## src/rtl/cvxif_pkg.sv

```systemverilog
// CV-X-IF issue/result channel types shared by core-side initiators and coprocessors.
package cvxif_pkg;
  localparam int X_ID_WIDTH  = 4;
  localparam int X_RFR_WIDTH = 64;
  localparam int X_NUM_RS    = 2;

  typedef struct packed {
    logic [31:0]                           instr;
    logic [1:0]                            mode;
    logic [X_ID_WIDTH-1:0]                 id;
    logic [X_NUM_RS-1:0][X_RFR_WIDTH-1:0]  rs;
    logic [X_NUM_RS-1:0]                   rs_valid;
  } x_issue_req_t;

  typedef struct packed {
    logic [X_ID_WIDTH-1:0]  id;
    logic [X_RFR_WIDTH-1:0] data;
    logic [4:0]             rd;
    logic                   we;
    logic                   exc;
  } x_result_t;
endpackage

```

## src/rtl/ecc_pkg.sv

```systemverilog
// ECC coprocessor command encoding and issuer state shared across the ECC slice.
package ecc_pkg;
  localparam logic [6:0] ECC_OPCODE = 7'b1111011;

  localparam logic [2:0] ECC_F3_MOD = 3'b000;
  localparam logic [2:0] ECC_F3_ADD = 3'b001;
  localparam logic [2:0] ECC_F3_SUB = 3'b010;
  localparam logic [2:0] ECC_F3_MUL = 3'b011;
  localparam logic [2:0] ECC_F3_INV = 3'b100;

  typedef enum logic [1:0] {IDLE, ISSUE, WAIT_RES, RESP} issuer_state_e;
endpackage

```

## src/rtl/ecc_cmd_issuer.sv

```systemverilog
// Single-outstanding CV-X-IF initiator for ECC commands: issue 1 cycle after accept, response 1 cycle
// after the matching result; issue stalls on x_issue_ready_i, response holds until rsp_ready_i.
module ecc_cmd_issuer
  import cvxif_pkg::*;
  import ecc_pkg::*;
#(
  parameter logic [6:0]  OPCODE  = ECC_OPCODE,
  parameter int unsigned TIMEOUT = 1024
) (
  input  logic         clk_i,
  input  logic         rst_i,
  input  logic         cmd_valid_i,
  output logic         cmd_ready_o,
  input  logic [2:0]   cmd_funct3_i,
  input  logic [4:0]   cmd_rd_i,
  input  logic [63:0]  cmd_rs1_i,
  input  logic [63:0]  cmd_rs2_i,
  output logic         x_issue_valid_o,
  output x_issue_req_t x_issue_req_o,
  input  logic         x_issue_ready_i,
  input  logic         x_result_valid_i,
  input  x_result_t    x_result_i,
  output logic         rsp_valid_o,
  input  logic         rsp_ready_i,
  output logic [63:0]  rsp_data_o,
  output logic [4:0]   rsp_rd_o,
  output logic         rsp_we_o,
  output logic         rsp_err_o
);

  localparam int unsigned     CNT_W    = $clog2(TIMEOUT);
  localparam logic [CNT_W-1:0] TMO_LAST = CNT_W'(TIMEOUT - 1);

  issuer_state_e         state_q, state_d;
  x_issue_req_t          req_q;
  logic [X_ID_WIDTH-1:0] id_q;
  logic [CNT_W-1:0]      cnt_q;
  logic [63:0]           rsp_data_q;
  logic [4:0]            rsp_rd_q;
  logic                  rsp_we_q;
  logic                  rsp_err_q;

  logic res_match;
  logic timeout_hit;

  assign res_match   = x_result_valid_i && (x_result_i.id == req_q.id);
  assign timeout_hit = (cnt_q == TMO_LAST);

  always_ff @(posedge clk_i) begin
    if (rst_i) state_q <= IDLE;
    else       state_q <= state_d;
  end

  always_comb begin
    state_d = state_q;
    case (state_q)
      IDLE:     if (cmd_valid_i) state_d = ISSUE;
      ISSUE:    if (x_issue_ready_i) state_d = WAIT_RES;
      WAIT_RES: if (res_match || timeout_hit) state_d = RESP;
      RESP:     if (rsp_ready_i) state_d = IDLE;
      default:  state_d = IDLE;
    endcase
  end

  always_comb begin
    cmd_ready_o     = (state_q == IDLE);
    x_issue_valid_o = (state_q == ISSUE);
    rsp_valid_o     = (state_q == RESP);
  end

  always_ff @(posedge clk_i) begin
    if (rst_i) begin
      req_q      <= '0;
      id_q       <= '0;
      cnt_q      <= '0;
      rsp_data_q <= '0;
      rsp_rd_q   <= '0;
      rsp_we_q   <= 1'b0;
      rsp_err_q  <= 1'b0;
    end else begin
      if (state_q == IDLE && cmd_valid_i) begin
        req_q.instr    <= {7'b0, 5'd2, 5'd1, cmd_funct3_i, cmd_rd_i, OPCODE};
        req_q.mode     <= 2'b00;
        req_q.id       <= id_q;
        req_q.rs       <= {cmd_rs2_i, cmd_rs1_i};
        req_q.rs_valid <= '1;
      end

      // The counter only runs while a result is awaited; ISSUE may stall indefinitely.
      if (state_q == ISSUE) begin
        cnt_q <= '0;
      end else if (state_q == WAIT_RES && !timeout_hit) begin
        cnt_q <= cnt_q + CNT_W'(1);
      end

      if (state_q == WAIT_RES) begin
        if (res_match) begin
          rsp_data_q <= x_result_i.data;
          rsp_rd_q   <= x_result_i.rd;
          rsp_we_q   <= x_result_i.we;
          rsp_err_q  <= x_result_i.exc;
        end else if (timeout_hit) begin
          rsp_data_q <= '0;
          rsp_rd_q   <= req_q.instr[11:7];
          rsp_we_q   <= 1'b0;
          rsp_err_q  <= 1'b1;
        end
      end

      if (state_q == RESP && rsp_ready_i) id_q <= id_q + 1'b1;
    end
  end

  assign x_issue_req_o = req_q;
  assign rsp_data_o    = rsp_data_q;
  assign rsp_rd_o      = rsp_rd_q;
  assign rsp_we_o      = rsp_we_q;
  assign rsp_err_o     = rsp_err_q;

endmodule

```

## config.mk

```make
export PLATFORM = sky130hd
export DESIGN_NAME = ecc_cmd_issuer
export DESIGN_NICKNAME = d
export VERILOG_FILES = /design/src/rtl/cvxif_pkg.sv /design/src/rtl/ecc_pkg.sv /design/src/rtl/ecc_cmd_issuer.sv
export SDC_FILE = /design/constraint.sdc
export NUM_CORES = 1
export LEC_CHECK = 0
export BUFFER_PORTS_ARGS = -buffer_cell sky130_fd_sc_hd__buf_4
export CORE_AREA = 2 2 176 178
export CTS_BUF_LIST = sky130_fd_sc_hd__clkbuf_2
export CTS_CLUSTER_SIZE = 24
export DETAILED_ROUTE_END_ITERATION = 16
export DIE_AREA = 0 0 178 180
export MAX_ROUTING_LAYER = met4
export SLEW_MARGIN = 30
export SYNTH_ARGS = -nofsm -noshare
export SYNTH_HDL_FRONTEND = slang
export SYNTH_SLANG_ARGS = --single-unit
```

## constraint.sdc

```tcl
create_clock -name clk_i -period 1.9 [get_ports clk_i]
set_input_delay 0.095 -clock clk_i [delete_from_list [all_inputs] [get_ports clk_i]]
set_output_delay 0.095 -clock clk_i [all_outputs]
set_load 0.05 [all_outputs]
```

==> out/qor.yml, run 1 <==
outcome:
  status: "aborted with a tool error"
  haltStage: "clock tree synthesis (4_1_cts)"
  toolErrorMsg: "[ERROR RSZ-0060] Max buffer count reached."
placement:
  post-place-ws_ps: 51.3
  place_area_um2: 11900
  portBuffers: 440
  dp.cells: 1712
  dp_hpwl_mm: 19.8
  place.gp.congestion: 0.777
logic_synthesis:
  avgSynthCellArea_um2: 8.88
  yosysUniqueCellTypes: 37
  synth_top_family_by_area: "compound AO/OA/AOI/OAI gates"
  synthArstFlopShare_pct: 0
  yosysTopAreaCell: "dfxtp_1"
  synth_area_leaders: "dfxtp_1 56%, nand2_1 14%, a21oi_1 9.3%"
  synth_xor_xnor_area_share_pct: 1.41
  ys_top_cells_by_count: "291 x nand2_1, 228 x dfxtp_1, 151 x a21oi_1, 65 x a22o_1, 47 x clkbuf_1"
  synth-compound-area-share_pct: 18.0
  yosys_warnings: 0
  syn_area_um2: 8090
  synth_flop_cell: "dfxtp_1"
  synth_top_area_share_pct: 56.4
  synth-seq-area-share_pct: 56.4
  synth-simple-area-share_pct: 15.9
  synth_mux_area_share_pct: 0.743
  synth_most_common_cell: "nand2_1"
  syn_inst: 911
  synthAdderAreaFrac_pct: 0.928
  ys_ff_latch: 228
  synth_edf_count: 0
floorplan:
  start_util_pct: 26.8
  rows: 64
  die-width_um: 178
  io_pins: 459
  fp.dieH_um: 180
clock_tree:
  cts-root-buf: "clkbuf_2"
  numCtsBuffers: 61
  cts.path.max_buffers: 3
  clock_sinks: 228
  hold_buffers: 367
  cts_setup_buffers: 1
  h-tree-depth: 2
  ctsResizeCount: 12
## kinds of logic after synthesis
family / Yosys count
AND/OR/NAND/NOR: 325
AO/OA/AOI/OAI: 232
flip-flops: 228
buffers and inverters: 100
XOR/XNOR: 13
adder cells (fa/ha/maj): 6
multiplexers: 6
other: 1
## through the flow
stage	hold slack [ps]	utilization, %
after floorplan	220	-
after global placement	305	39.3
after detailed placement	308	39.3
==> run 2, diff against run 1 <==
--- a/config.mk
+++ b/config.mk
@@ -6,12 +6,10 @@
 export NUM_CORES = 1
 export LEC_CHECK = 0
 export BUFFER_PORTS_ARGS = -buffer_cell sky130_fd_sc_hd__buf_4
-export CORE_AREA = 2 2 176 178
-export CTS_BUF_LIST = sky130_fd_sc_hd__clkbuf_2
-export CTS_CLUSTER_SIZE = 24
+export CORE_AREA = 2 2 180 182
 export DETAILED_ROUTE_END_ITERATION = 16
-export DIE_AREA = 0 0 178 180
-export MAX_ROUTING_LAYER = met4
+export DIE_AREA = 0 0 182 184
+export PLACE_DENSITY_LB_ADDON = 0.15
 export SLEW_MARGIN = 30
 export SYNTH_ARGS = -nofsm -noshare
 export SYNTH_HDL_FRONTEND = slang
==> constraint.sdc (replaced) <==
create_clock -name clk_i -period 2.45 [get_ports clk_i]
set_input_delay 0.1225 -clock clk_i [delete_from_list [all_inputs] [get_ports clk_i]]
set_output_delay 0.1225 -clock clk_i [all_outputs]
set_load 0.05 [all_outputs]
==> out/qor.yml, run 2 <==
outcome:
  status: "completed"
floorplan:
  core_um2: 31400
  io_pins: 459  # unchanged
  start_util_pct: 25.8  # -1.0 points
  rows: 65  # +1.6%
  die-width_um: 182  # +2.2%
  dieArea_um2: 33500
  fp.dieH_um: 184  # +2.2%
sta:
  drv_slew: 0
  rsz0062_at_grt: "no"
  finalHoldViolations: 0
  relSlewSlack_pct: 47.8
  clock.fmax_mhz: 506
  post-route-period-util_pct: 80.7
  worst_pin_slew_ps: 776
  fin_skew_ps: 16.6
  timing.hold.ws_ps: 37.8
  finalCriticalPeriod_ps: 1980
  setup_viol: 0
  fin_setup_tns_ps: 0
global_route:
  track_usage_pct: 17.1
  grt_max_degree: 121
  overflow: 0
  grt_pass1_vias: 8370
  antenna_found_initial: 1
  grt_first_pass_wirelength_mm: 46.2
critical_path:
  path_cells: "ha_1 -> nand3_1 -> or3_4 -> o31ai_4 -> a21oi_4 -> buf_12 -> a22o_1"
  cpLargestDelayFamily: "compound AO/OA/AOI/OAI gates"
  r2r_start: "cnt_q[0]"
  max_stage_delay_ps: 380
  crit_buf_inv: 1
  crit_path_start_kind: "register"
  worstPathMaxFanout: 65
  r2r_slack_ps: 470
  end_kind: "register"
  critPathArrivalTime_ps: 2400
  critical_path_class: "register to register"
  critPathLaunch: "cnt_q[0]"
  required_ps: 2870
  crit_slowest_cell: "or3_4"
  reg2reg_depth: 7
  regToRegEndpoint: "rsp_data_o[38]"
logic_synthesis:
  synth_edf_count: 0  # unchanged
  syn_inst: 911  # unchanged
  ys_top_cells_by_count: "291 x nand2_1, 228 x dfxtp_1, 151 x a21oi_1, 65 x a22o_1, 47 x clkbuf_1"
  syn_area_um2: 8090  # unchanged
  yosys_warnings: 0  # unchanged
  synth-seq-area-share_pct: 56.4  # unchanged
  avgSynthCellArea_um2: 8.88  # unchanged
  synth_top_area_share_pct: 56.4  # unchanged
  yosysTopAreaCell: "dfxtp_1"
  synth_area_leaders: "dfxtp_1 56%, nand2_1 14%, a21oi_1 9.3%"
  ys_ff_latch: 228  # unchanged
  synth_most_common_cell: "nand2_1"
  synth_flop_cell: "dfxtp_1"
  yosysUniqueCellTypes: 37  # unchanged
  synthArstFlopShare_pct: 0  # unchanged
cells_and_area:
  mostFrequentLayoutCell: "buf_4"
  largest_reg_flops: 141
  seqCellArea_um2: 4560
  drive_gt1_share_pct: 32.6
  multiInputGateArea_um2: 3080
  fillers: 2975
  nets: 1753
  area_delta_synth_final_pct: 80.7
  final_cell_mix: "451 x buf_4, 290 x nand2_1, 228 x dfxtp_1"
routing:
  vias: 8486
  wl_met1_mm: 12.4
  wl_mm: 30.4
  post-route-drc-count: 0
  topRoutingLayerUsed: "met4"
  drt_first_pass_iters: 5
  wl_met3_mm: 2.77
  antenna_left: 0
  first_iter_violations: 252
  vias_per_cell: 4.34
  wl_met2_mm: 14.6
  wl_per_cell_um: 15.6
clock_tree:
  cts.path.max_buffers: 3  # unchanged
  cts-root-buf: "clkbuf_16"
  numCtsBuffers: 28  # -54%
  cts_tree: "yes"
  clk_pin_slew_worst_paths_ps: 60
  clk_latency_ps: 540
  clock_sinks: 228  # unchanged
  h-tree-depth: 1  # -1
worst_hold_path:
  hold_start: "x_result_i[6]"
  min_to: "rsp_rd_o[4]"
  hp-class: "primary input to register"
  whs_path_depth: 3
placement:
  portBuffers: 440  # unchanged
  dp_hpwl_mm: 20.7  # +4.8%
  place.gp.congestion: 0.739  # -4.8%
pwr:
  p_per_area_nw_per_um2: 892
  peakVddDrop_uv: 613
  p_leak_nw: 6.51
flow_run:
  drv_cap: 0
-- run 2: worst min-delay path, stage by stage --
cell      delay, ps
buf_4            80
mux2i_1         100
a211oi_1        220
-- run 2: power by group --
part	internal [W]	switching, W	leakage [nW]
Combinational	0.00154	0.00318	4.23
Clock	0.00232	0.00159	0.421
Sequential	0.00415	0.000256	1.86
-- run 2: repair_timing --
item,in CTS,in global routing
setup buffers,0,0
hold buffers,206,0
hold endpoints to repair,208,0
setup endpoints to repair,0,0
resized for setup,0,0
-- run 2: through the flow --
stage / std cells / area (µm²) / util, % / power, W / setup WS (ps)
2_1_floorplan: 928 / 8150 / - / 0.00742 / 363
3_3_place_gp: 1696 / 11700 / 37.2 / 0.00895 / 531
3_5_place_dp: 1696 / 11700 / 37.2 / 0.00898 / 513
4_1_cts: 1952 / 14600 / 46.5 / 0.0132 / 506
5_1_grt: 1953 / 14600 / 46.6 / 0.0137 / 285
6_report: 1954 / 14600 / 46.6 / 0.0130 / 474
-- run 2: final cells by class --
| class | instances | area share [%] |
|---|---|---|
| timing repair buffer | 663 | 38.1 |
| tap | 402 | 3.44 |
| antenna | 2 | 0.0342 |
| inverter | 9 | 0.231 |
| multi-input combinational | 600 | 21.0 |
| sequential | 228 | 31.2 |
| clock inverter | 9 | 0.514 |
| clock buffer | 41 | 5.41 |
-- run 2: worst max path at each step --
stage | slack [ps] | depth (start not counted) | to
4_1_cts | 510 | 6 | rsp_data_o[18]
2_1_floorplan | 360 | 8 | x_issue_req_o[130]
5_1_grt | 280 | 5 | state_q[0]
3_3_place_gp | 530 | 5 | state_q[0]
6_report | 470 | 7 | rsp_data_o[38]
3_5_place_dp | 510 | 7 | rsp_data_o[18]
-- run 2: logic make-up after synthesis --
group                    Yosys count  synth area share (%)
adder cells (fa/ha/maj)            6                 0.928
AND/OR/NAND/NOR                  325                  15.9
other                              1                0.0464
AO/OA/AOI/OAI                    232                  18.0
flip-flops                       228                  56.4
buffers and inverters            100                  6.54
multiplexers                       6                 0.743
XOR/XNOR                          13                  1.41
-- run 2: metal layers --
layer | vias up | GRT usage [%]
met2 | 340 | 29.4
met1 | 3858 | 20.5
met3 | 44 | 5.73
met4 | 0 | 4.65
li1 | 4244 | -
met5 | - | 0
Note: power is estimated with default switching activity, not from simulation.
==> run 3, diff against run 2 <==
--- a/config.mk
+++ b/config.mk
@@ -5,6 +5,7 @@
 export SDC_FILE = /design/constraint.sdc
 export NUM_CORES = 1
 export LEC_CHECK = 0
+export ABC_AREA = 1
 export BUFFER_PORTS_ARGS = -buffer_cell sky130_fd_sc_hd__buf_4
 export CORE_AREA = 2 2 180 182
 export DETAILED_ROUTE_END_ITERATION = 16
==> constraint.sdc (replaced) <==
create_clock -name clk_i -period 1.65 [get_ports clk_i]
set_input_delay 0.0825 -clock clk_i [delete_from_list [all_inputs] [get_ports clk_i]]
set_output_delay 0.0825 -clock clk_i [all_outputs]
set_load 0.05 [all_outputs]
==> out/qor.yml, run 3 <==
outcome:
  status: "completed"
sta:
  finalCriticalPeriod_ps: 1620  # -356 ps
  worst_pin_slew_ps: 820  # +43.9 ps
  clock.fmax_mhz: 617  # +22%
  post-route-period-util_pct: 98.2  # +18 points
  rsz0062_at_grt: "yes"
  finalHoldViolations: 0  # unchanged
  setup_viol: 0  # unchanged
  drv_slew: 0  # unchanged
  fin_skew_ps: 15.8  # -0.811 ps
  relSlewSlack_pct: 45.3  # -2.5 points
global_route:
  grt_first_pass_wirelength_mm: 49.6  # +7.4%
  track_usage_pct: 18.1  # +1.0 points
  grt_pass1_vias: 9394  # +12%
  grt_max_degree: 104  # -14%
  overflow: 0  # unchanged
  antenna_found_initial: 0  # -1
placement:
  place.gp.congestion: 0.775  # +4.9%
  portBuffers: 440  # unchanged
  dp.cells: 1907  # +12%
  dp_hpwl_mm: 21.8  # +5.5%
routing:
  wl_per_cell_um: 15.8  # +1.7%
  vias: 9826  # +16%
  drt_first_pass_iters: 5  # unchanged
  antenna_left: 0  # unchanged
  wl_mm: 34.6  # +14%
  vias_per_cell: 4.49  # +3.5%
  post-route-drc-count: 0  # unchanged
  first_iter_violations: 412  # +63%
clock_tree:
  cts-root-buf: "clkbuf_16"
  h-tree-depth: 1  # unchanged
  cts_tree: "yes"
  clock_sinks: 228  # unchanged
  numCtsBuffers: 27  # -3.6%
  cts.path.max_buffers: 3  # unchanged
  clk_latency_ps: 540  # about the same
  clk_pin_slew_worst_paths_ps: 60  # about the same
pwr:
  p_per_area_nw_per_um2: 1480  # +66%
  peakVddDrop_uv: 916  # +50%
  p_leak_nw: 7.04  # +8.1%
logic_synthesis:
  synth_most_common_cell: "nor2_1"
  syn_area_um2: 8630  # +6.7%
  synth-seq-area-share_pct: 52.9  # -3.5 points
  yosysTopAreaCell: "dfxtp_1"
  avgSynthCellArea_um2: 7.66  # -14%
  synth_top_area_share_pct: 52.9  # -3.5 points
  synth_flop_cell: "dfxtp_1"
  synth_area_leaders: "dfxtp_1 53%, nor2_1 13%, o21ai_0 8.5%"
  yosys_warnings: 0  # unchanged
  synth_edf_count: 0  # unchanged
  ys_ff_latch: 228  # unchanged
  ys_top_cells_by_count: "301 x nor2_1, 228 x dfxtp_1, 147 x o21ai_0, 121 x nand2_1, 85 x a21oi_1"
  syn_inst: 1127  # +24%
  yosysUniqueCellTypes: 27  # -27%
  synthArstFlopShare_pct: 0  # unchanged
flow_run:
  drv_cap: 0  # unchanged
floorplan:
  rows: 65  # unchanged
  io_pins: 459  # unchanged
  dieArea_um2: 33500  # unchanged
  start_util_pct: 27.5  # +1.7 points
  die-width_um: 182  # unchanged
  core_um2: 31400  # unchanged
  fp.dieH_um: 184  # unchanged
cells_and_area:
  stdcell_count: 2186  # +12%
  fillers: 2998  # +0.77%
  drive_gt1_share_pct: 32.3  # -0.30 points
  area_delta_synth_final_pct: 82.9
  utilization_pct: 50.3  # +3.7 points
  diodes: 0  # -2
  mostFrequentLayoutCell: "buf_4"
  final_cell_mix: "464 x buf_4, 298 x nor2_1, 222 x dfxtp_1"
  largest_reg_flops: 141  # unchanged
  nets: 1988  # +13%
critical_path:
  crit_path_start_kind: "register"
  required_ps: 2100  # -770 ps
  end_kind: "register"
  critical_path_class: "register to register"
  critPathArrivalTime_ps: 2070  # -330 ps
  worstPathMaxFanout: 15  # -77%
worst_hold_path:
  hp-class: "primary input to register"
[run 3: final timing paths]
check                                        start        endpoint  slack (ps)  cells after the start
worst min register to register       rsp_data_o[4]   rsp_data_o[4]         480                      2
worst min-delay path              x_result_valid_i     rsp_rd_o[4]         150                      7
worst max register to register  x_issue_req_o[132]  rsp_data_o[11]          30                      9
worst max-delay path            x_issue_req_o[132]  rsp_data_o[11]          30                      9
[run 3: cells by family after synthesis]
logic type	synth area share, %
compound gates	13.7
xor+xnor	0.203
fa+ha+maj	0.870
buf+inv	7.79
flops	52.9
other cells	0.0435
simple gates	24.5
[run 3: layout make-up]
cell class | count | area [µm²] | area share [%]
repair buffers | 695 | 6030 | 38.2
clock buffers | 40 | 795 | 5.03
well taps | 402 | 503 | 3.19
flip-flops and latches | 228 | 4570 | 29.0
clock inverters | 8 | 146 | 0.927
multi-input cells | 781 | 3610 | 22.9
inverters | 32 | 124 | 0.785
[run 3: worst max-delay path: stages (launching register included)]
cell,delay (ps)
dfxtp_4,360
nor2_4,110
nor2_2,50
nor2_4,220
nand3_4,110
nor2_4,140
buf_12,160
buf_12,170
nand2_1,60
a21oi_1,130
[run 3: stage by stage]
stage	TNS (ps)	total power (W)	hold WS (ps)	instance area (µm²)	setup slack (ps)
after floorplan	0	0.0134	230	8710	25.4
after global placement	0	0.0164	332	12300	28.7
after detailed placement	-185	0.0164	337	12300	-21.9
after CTS	0	0.0233	123	15400	2.44
after global routing	-1910	0.0246	171	15800	-51.1
final	0	0.0234	155	15800	29.6
[run 3: timing repair]
action | 4_1_cts | 5_1_grt
setup buffers | 0 | 11
setup endpoints to repair | 60 | 175
cloned | 0 | 10
hold endpoints to repair | 219 | 0
hold buffers | 210 | 0
gates resized for setup | 2 | 40
pin swaps | 0 | 28
[run 3: layer usage]
| metal | GRT usage, % | share of wire [%] | wire length, µm | vias up |
|---|---|---|---|---|
| met1 | 21.4 | 40 | 13900 | 4521 |
| li1 | - | - | - | 4892 |
| met3 | 5.51 | 8.0 | 2770 | 47 |
| met4 | 4.94 | 2.0 | 709 | 0 |
| met2 | 31.9 | 50 | 17200 | 366 |
| met5 | 0 | 0 | 0 | - |
[run 3: report_power, final]
group / switching (W) / total, W / leakage [nW] / internal [W]
combinational: 0.00667 / 0.00985 / 4.71 / 0.00318
sequential: 0.000619 / 0.00719 / 1.87 / 0.00657
clock: 0.00240 / 0.00633 / 0.459 / 0.00393
==> run 4, diff against run 3 <==
--- a/config.mk
+++ b/config.mk
@@ -5,7 +5,6 @@
 export SDC_FILE = /design/constraint.sdc
 export NUM_CORES = 1
 export LEC_CHECK = 0
-export ABC_AREA = 1
 export BUFFER_PORTS_ARGS = -buffer_cell sky130_fd_sc_hd__buf_4
 export CORE_AREA = 2 2 180 182
 export DETAILED_ROUTE_END_ITERATION = 16
==> out/qor.yml, run 4 (synthesis results as in run 2) <==
pwr:
  p_leak_nw: 6.77  # -3.8%
  p_per_area_nw_per_um2: 1320  # -11%
  finalPower_w: 0.0200  # -15%
  peakVddDrop_uv: 935  # +2.0%
sta:
  fin_setup_tns_ps: -5970  # -5970 ps
  finalHoldViolations: 0  # unchanged
  relSlewSlack_pct: 54.4  # +9.1 points
  finalCriticalPeriod_ps: 1780  # +158 ps
  drv_slew: 0  # unchanged
  worst_pin_slew_ps: 684  # -136 ps
  fin_skew_ps: 6.65  # -9.13 ps
  post-route-period-util_pct: 108  # +9.6 points
  setup_viol: 64  # +64
  finalWorstSetupSlack_ps: -129  # -158 ps
  clock.fmax_mhz: 562  # -8.9%
  rsz0062_at_grt: "yes"
outcome:
  violations: "setup timing"
  status: "finished with violations"
routing:
  vias: 8690  # -12%
  wl_mm: 30.2  # -13%
  post-route-drc-count: 0  # unchanged
  antenna_left: 0  # unchanged
  vias_per_cell: 4.36  # -2.9%
  drt_first_pass_iters: 5  # unchanged
  first_iter_violations: 324  # -21%
  wl_per_cell_um: 15.1  # -4.3%
floorplan:
  die-width_um: 182  # unchanged
  core_um2: 31400  # unchanged
  start_util_pct: 25.8  # -1.7 points
  fp.dieH_um: 184  # unchanged
  dieArea_um2: 33500  # unchanged
  rows: 65  # unchanged
  io_pins: 459  # unchanged
critical_path:
  crit_buf_inv: 1  # -1
  max_stage_delay_ps: 400  # +40 ps
  crit_slowest_cell: "or3_4"
  crit_path_start_kind: "register"
  r2r_start: "cnt_q[1]"
  endpoint: "rsp_data_o[10]"
  end_kind: "register"
  regToRegEndpoint: "rsp_data_o[10]"
  worstPathMaxFanout: 25  # +10
  critPathLaunch: "cnt_q[1]"
  critical_path_class: "register to register"
  cpLargestDelayFamily: "compound AO/OA/AOI/OAI gates"
  critPathArrivalTime_ps: 2200  # +130 ps
  required_ps: 2070  # -30 ps
  reg2reg_depth: 7  # -2
  cp.depth: 7  # -2
  r2r_slack_ps: -130  # -160 ps
  path_cells: "ha_4 -> nand3_2 -> or3_4 -> o31ai_4 -> a21oi_4 -> buf_12 -> a22o_1"
clock_tree:
  clk_latency_ps: 530  # about the same
  cts-root-buf: "clkbuf_16"
  numCtsBuffers: 27  # unchanged
  clk_pin_slew_worst_paths_ps: 60  # about the same
  h-tree-depth: 1  # unchanged
  cts.path.max_buffers: 3  # unchanged
  clock_sinks: 228  # unchanged
  cts_tree: "yes"
cells_and_area:
  seqCellArea_um2: 4590  # +0.25%
  drive_gt1_share_pct: 35.5  # +3.1 points
  fillers: 2985  # -0.43%
  mostFrequentLayoutCell: "buf_4"
  final_cell_area_um2: 15100  # -4.1%
  area_delta_synth_final_pct: 87.2
  stdcell_count: 1992  # -8.9%
  diodes: 0  # unchanged
  multiInputGateArea_um2: 3140  # -13%
  largest_reg_flops: 141  # unchanged
  nets: 1794  # -9.8%
  final_cell_mix: "481 x buf_4, 289 x nand2_1, 219 x dfxtp_1"
global_route:
  grt_first_pass_wirelength_mm: 46.1  # -7.2%
  grt_max_degree: 86  # -17%
  track_usage_pct: 17.0  # -1.1 points
  antenna_found_initial: 0  # unchanged
  overflow: 0  # unchanged
  grt_pass1_vias: 8548  # -9.0%
flow_run:
  drv_cap: 0  # unchanged
placement:
  post-place-ws_ps: -127  # -105 ps
  dp_hpwl_mm: 20.8  # -4.7%
  portBuffers: 440  # unchanged
  place.gp.congestion: 0.746  # -3.9%
  dp.cells: 1734  # -9.1%
  place_area_um2: 12100  # -1.6%
worst_hold_path:
  whs_path_depth: 5  # -2
  hp-class: "primary input to register"
  hold_start: "x_issue_ready_i"
[run 4: cell count changes in the layout (fill, tap and decap cells not counted), moves of 7 or more]
cell	delta
nor2_1	-286
nand2_1	+178
o21ai_0	-144
a21oi_1	+78
nand3_1	-72
a22o_1	+65
buf_4	+17
inv_1	-17
a21oi_2	-12
nand2_2	-9
xnor2_1	+8
nand4_1	-7
[run 4: worst min path at each step]
stage | end | slack, ps
after CTS | state_q[1] | 30
after floorplan | rsp_data_o[13] | 210
after global placement | rsp_data_o[47] | 290
after global routing | state_q[1] | 130
final | state_q[0] | 110
after detailed placement | rsp_data_o[28] | 300
[run 4: final cells by class]
| class | count | share of cell area, % |
|---|---|---|
| Tap cell | 402 | 3.32 |
| Clock inverter | 4 | 0.488 |
| Timing Repair Buffer | 705 | 39.5 |
| Inverter | 9 | 0.223 |
| Sequential cell | 228 | 30.3 |
| Multi-Input combinational cell | 600 | 20.7 |
| Clock buffer | 44 | 5.41 |
[run 4: routing by layer]
metal  GRT usage, %  up-vias  share of wire [%]
li1               -     4319                  -
met1           19.7     4028                 40
met2           30.8      302                 50
met3           4.32       41                7.1
met4           4.94        0                2.4
met5              0        -                  0
[run 4: what timing repair did]
action,4_1_cts,5_1_grt
setup endpoints to repair,70,72
gates resized for setup,4,6
endpoints found under the hold margin,212,0
pin swaps,1,3
hold buffers,209,0
buffers inserted,0,1
[run 4: stage by stage]
| step | hold WS, ps | utilization (%) |
|---|---|---|
| 3_3_place_gp | 292 | 38.6 |
| 5_1_grt | 129 | 48.2 |
| 6_report | 107 | 48.2 |
| 4_1_cts | 32.2 | 48.1 |
| 2_1_floorplan | 208 | - |
| 3_5_place_dp | 297 | 38.6 |
[run 4: power breakdown]
| part | internal (W) | leakage (nW) | switching, W |
|---|---|---|---|
| sequential | 0.00616 | 1.86 | 0.000370 |
| clock | 0.00367 | 0.438 | 0.00231 |
| combinational | 0.00263 | 4.47 | 0.00482 |
| total | 0.0125 | 6.77 | 0.00751 |
[run 4: tightest hold or removal path, stage by stage]
cell	delay [ps]
buf_4	110
inv_1	40
a222oi_1	100
o21ai_1	170
a221oi_2	80
